## config.mk

```make
export PLATFORM = sky130hd
export DESIGN_NAME = axil_read_controller
export DESIGN_NICKNAME = d
export VERILOG_FILES = /design/src/rtl/gpu_axil_pkg.sv /design/src/rtl/axil_read_controller.sv
export SDC_FILE = /design/constraint.sdc
export NUM_CORES = 1
export LEC_CHECK = 0
export ABC_AREA = 1
export BUFFER_PORTS_ARGS = -buffer_cell sky130_fd_sc_hd__buf_2
export CORE_MARGIN = 3
export CORE_UTILIZATION = 42
export CTS_BUF_LIST = sky130_fd_sc_hd__clkbuf_4 sky130_fd_sc_hd__clkbuf_8
export DETAILED_ROUTE_END_ITERATION = 8
export GPL_TIMING_DRIVEN = 0
export PLACE_DENSITY = 0.73
export SLEW_MARGIN = 20
export SYNTH_ARGS = -nofsm -noshare
export SYNTH_HDL_FRONTEND = slang
export SYNTH_SLANG_ARGS = --single-unit
export TNS_END_PERCENT = 20
```

## constraint.sdc

```tcl
create_clock -name clk -period 2.8 [get_ports clk]
set_input_delay 0.42 -clock clk [delete_from_list [all_inputs] [get_ports clk]]
set_output_delay 0.42 -clock clk [all_outputs]
set_load 0.1 [all_outputs]
```

## src/rtl/gpu_axil_pkg.sv

```systemverilog
// Shared AXI-Lite definitions for the GPU register/memory bridge.
// Response codes and the read-side FSM state encoding used by both controllers.
package gpu_axil_pkg;

    localparam logic [1:0] RESP_OKAY   = 2'b00;
    localparam logic [1:0] RESP_SLVERR = 2'b10;

    typedef enum logic [2:0] {
        RD_IDLE  = 3'd0,
        RD_ISSUE = 3'd1,
        RD_WAIT  = 3'd2,
        RD_RESP  = 3'd3,
        RD_ERR   = 3'd4
    } rd_state_e;

endpackage

```

## src/rtl/axil_read_controller.sv

```systemverilog
// AXI-Lite read slave that turns one AR request into a single-cycle memory read strobe
// and returns the word after a fixed memory latency; out-of-range addresses get SLVERR.
module axil_read_controller
    import gpu_axil_pkg::*;
#(
    parameter int unsigned ADDR_WIDTH   = 24,
    parameter int unsigned DATA_WIDTH   = 32,
    parameter int unsigned READ_LATENCY = 1,
    parameter int unsigned MEM_WORDS    = 2**22
) (
    input  logic                  clk,
    input  logic                  rst,
    input  logic [ADDR_WIDTH-1:0] axil_araddr,
    input  logic [2:0]            axil_arprot,
    input  logic                  axil_arvalid,
    output logic                  axil_arready,
    output logic [DATA_WIDTH-1:0] axil_rdata,
    output logic [1:0]            axil_rresp,
    output logic                  axil_rvalid,
    input  logic                  axil_rready,
    output logic [ADDR_WIDTH-1:0] raddr,
    output logic                  ren,
    input  logic [DATA_WIDTH-1:0] rdata
);

    localparam int unsigned      CNT_W    = 2;
    localparam logic [CNT_W-1:0] CNT_LOAD = CNT_W'(READ_LATENCY - 1);

    rd_state_e             state_q, state_d;
    logic [CNT_W-1:0]      cnt_q, cnt_d;
    logic [ADDR_WIDTH-1:0] addr_q, addr_d;
    logic [DATA_WIDTH-1:0] data_q, data_d;
    logic [1:0]            resp_q, resp_d;

    logic                  arready_d;
    logic                  ren_d;
    logic [ADDR_WIDTH-1:0] raddr_d;
    logic                  rvalid_d;
    logic [DATA_WIDTH-1:0] rdata_d;
    logic [1:0]            rresp_d;

    logic                  in_range_c;
    logic                  unused_ok;

    assign in_range_c = 64'(axil_araddr[ADDR_WIDTH-1:2]) < 64'(MEM_WORDS);
    assign unused_ok  = ^{axil_arprot, axil_araddr[1:0]};

    // Next-state logic; bus outputs are derived from the next state so they leave flops
    always_comb begin
        state_d = state_q;
        cnt_d   = cnt_q;
        addr_d  = addr_q;
        data_d  = data_q;
        resp_d  = resp_q;

        case (state_q)
            RD_IDLE: begin
                if (axil_arvalid && axil_arready) begin
                    addr_d = {axil_araddr[ADDR_WIDTH-1:2], 2'b00};
                    data_d = '0;
                    if (in_range_c) begin
                        resp_d  = RESP_OKAY;
                        state_d = RD_ISSUE;
                    end else begin
                        resp_d  = RESP_SLVERR;
                        state_d = RD_ERR;
                    end
                end
            end
            RD_ISSUE: begin
                cnt_d   = CNT_LOAD;
                state_d = RD_WAIT;
            end
            RD_WAIT: begin
                if (cnt_q == '0) begin
                    data_d  = rdata;
                    state_d = RD_RESP;
                end else begin
                    cnt_d = cnt_q - CNT_W'(1);
                end
            end
            RD_RESP, RD_ERR: begin
                if (axil_rvalid && axil_rready) begin
                    state_d = RD_IDLE;
                end
            end
            default: state_d = RD_IDLE;
        endcase

        arready_d = (state_d == RD_IDLE);
        ren_d     = (state_d == RD_ISSUE);
        raddr_d   = (state_d == RD_ISSUE) ? addr_d : '0;
        rvalid_d  = (state_d == RD_RESP) || (state_d == RD_ERR);
        rdata_d   = (state_d == RD_RESP) ? data_d : '0;
        rresp_d   = rvalid_d ? resp_d : '0;
    end

    always_ff @(posedge clk or posedge rst) begin
        if (rst) begin
            state_q      <= RD_IDLE;
            cnt_q        <= '0;
            addr_q       <= '0;
            data_q       <= '0;
            resp_q       <= '0;
            axil_arready <= 1'b0;
            ren          <= 1'b0;
            raddr        <= '0;
            axil_rvalid  <= 1'b0;
            axil_rdata   <= '0;
            axil_rresp   <= '0;
        end else begin
            state_q      <= state_d;
            cnt_q        <= cnt_d;
            addr_q       <= addr_d;
            data_q       <= data_d;
            resp_q       <= resp_d;
            axil_arready <= arready_d;
            ren          <= ren_d;
            raddr        <= raddr_d;
            axil_rvalid  <= rvalid_d;
            axil_rdata   <= rdata_d;
            axil_rresp   <= rresp_d;
        end
    end

endmodule

```

==> reports/qor.txt <==
Clock Latency Late Sink - 0.36 ns
Area grow syn2layout - 24.2%
Internal Pwr Total - 3.02 mW
Residual DRC - 0
Maximum VDD drop - 0.662 mV
WS Path Type - reg2reg
# fillers - 952
Height of the die - 107 um
Resized cells post-CTS - 0
CP Capture Type - flop
Post-Place Cells - 761
RePlAce Congestion - 0.747
Setup bufs post-CTS - 0
Post-Layout Cell Count - 777
Ant diodes - 0
RSZ-0062 raised after global routing - false
Total Wirelength - 10,200 um
Deepest clock path buffer count - 2
Max-slew violations - 0
GRT Util Overall - 18.2%
Synth Instances - 506
I/O Buffers - 118
CTS Sinks - 100
Fin area - 0.00528 mm2
Clk pin slew, worst setup/hold paths - 0.10 ns
Synth Warn # - 0
Routed vias/inst - 4.74
CTS root buffer - clkbuf_8
Initial cell density of the core - 43.3%
Max-cap violations - 0
Switching share of power - 52.5%
Initial antenna violation count - 0
Slew @ Worst Pin - 0.514 ns
Clock skew - 0.0114 ns
Most frequent cells in the layout - nand2_1, buf_2, dfrtp_1, inv_1, nand3_1
Post-DP HPWL - 7250 um
Layout cells sized above 1 - 25.8%
PwrDens - 1210 mW/mm2
Final period util - 64.2%
Row count - 36
GR Overflow Total - 0
Critical Path AT - 2.09 ns
Gate power share - 51.3%
Final setup fails - 0
Synth Cell Area - 0.00425 mm2
CP max FO - 10
Clock group share of total power - 14.9%
Seq pwr share - 33.8%
TritonRoute pass-1 iters - 5
Leading cell type in the layout, fill and taps excluded - nand2_1
Hold buffers post-CTS - 0
Tot Pwr - 6.37 mW
Die area - 0.0114 mm2
H-tree depth - 3
Starting DRC count in detailed routing - 192
Routed WL per cell - 13.1 um
Worst endpoint required time - 3.09 ns
Final Net Count - 703
Vias - 3,681
CTS tree - yes
Vias in the first global route - 3,574
Synth unique cells - 19
Min Tclk post-route - 1.80 ns
P_sw - 3.34 mW
Pleak - 3.21 nW
Status - finished, final reports clean
Min-delay worst type - in2async
CTS Buf Count - 9
F_max - 556 MHz
Largest net degree at the start of global routing - 36
Post-DRT Antenna Nets - 0
Final hold violation count - 0
First-pass GRT wire length - 16,500 um
Seq/Total Area, Yosys - 58.8%
Boundary Pins - 124
Core area - 0.00982 mm2
Mean Syn Cell Area - 8.40 um2
Relative slew slack - 66.0%
Die W - 107 um
Flops & latches, synth - 100
Critical path launch point type - flop
Placed Area - 0.00508 mm2
Sum Neg Setup Slack - 0 ns
## registers in the layout, indices dropped and copies added, names as in the netlist
name,flops
axil_rdata,32
data_q,32
raddr,24
state_q,3
axil_rresp,2
cnt_q,2
resp_q,2
axil_arready,1
axil_rvalid,1
ren,1
## synth_stat cells, drive strengths merged
library cell / n / area [um2]
buf: 20 / 121
clkbuf: 9 / 33.8
conb: 1 / 3.75
dfrtp: 100 / 2500
ha: 1 / 12.5
inv: 67 / 251
nand2: 203 / 769
nand3: 38 / 190
nand4: 34 / 219
nor2: 29 / 124
nor3: 1 / 10.0
o21ai: 3 / 15.0
## layer usage
| layer | global-route usage [%] | up-vias | share of wire (%) |
|---|---|---|---|
| met4 | 7.85 | 0 | 2.8 |
| met5 | 0 | - | 0 |
| met3 | 3.37 | 25 | 4.3 |
| li1 | - | 1814 | - |
| met2 | 30.8 | 109 | 51 |
| met1 | 23.0 | 1733 | 42 |
## stage by stage
stage	hold WS, ns	worst slack [ns]	util (%)
2_1_floorplan	0.447	0.950	-
3_3_place_gp	0.461	0.563	51.1
3_5_place_dp	0.441	1.05	51.7
4_1_cts	0.0366	1.03	53.8
5_1_grt	0.0447	0.857	53.8
6_report	0.0459	1.00	53.8
## cell families after synthesis
| family | synth area share [%] |
|---|---|
| and+or+nand+nor | 30.9 |
| DFF | 58.8 |
| buffers and inverters | 9.56 |
| AOI/OAI and AO/OA | 0.353 |
| adders and majority gates | 0.294 |
| other | 0.0882 |
## power groups by stage
stage	clock network (mW)	registers, mW	logic (mW)
2_1_floorplan	0	3.53	1.22
3_3_place_gp	0	2.16	3.19
3_5_place_dp	0	2.17	3.26
4_1_cts	0.979	2.15	3.27
5_1_grt	1.03	2.21	3.53
6_report	0.950	2.15	3.26
## critical path, cell delays in order, from the launching register on
cell      delay, ns
dfrtp_1        0.41
inv_1          0.06
ha_1           0.13
buf_2          0.18
clkbuf_1       0.40
nand2_1        0.19
nand2_1        0.10
nand2_1        0.05
nand3_1        0.10
nand2_1        0.06
inv_1          0.07
## cell type report
| cell class | instances | area (um2) | share of cell area [%] |
|---|---|---|---|
| Sequential cell | 100 | 2500 | 47.4 |
| Multi-Input combinational cell | 311 | 1350 | 25.5 |
| Timing Repair Buffer | 121 | 651 | 12.3 |
| Inverter | 67 | 255 | 4.83 |
| Tap cell | 133 | 166 | 3.15 |
| Buffer | 29 | 155 | 2.94 |
| Clock buffer | 11 | 145 | 2.75 |
| Clock inverter | 5 | 61.3 | 1.16 |
## worst paths after layout
path / start / to / slack, ns / cells past startpoint
setup / recovery: cnt_q[0]$_DFFE_PP0P_ / axil_rdata[21]$_DFF_PP0_ / 1.00 / 10
hold / removal: rst / axil_rdata[13]$_DFF_PP0_ / 0.05 / 2
setup reg to reg: cnt_q[0]$_DFFE_PP0P_ / axil_rdata[21]$_DFF_PP0_ / 1.00 / 10
hold reg to reg: cnt_q[0]$_DFFE_PP0P_ / cnt_q[0]$_DFFE_PP0P_ / 0.49 / 1
max in group asynchronous: rst / axil_rresp[1]$_DFF_PP0_ / 2.04 / 4
min in group clk: axil_araddr[12] / raddr[12]$_DFF_PP0_ / 0.26 / 3
Note: power is estimated with default switching activity, not from simulation.
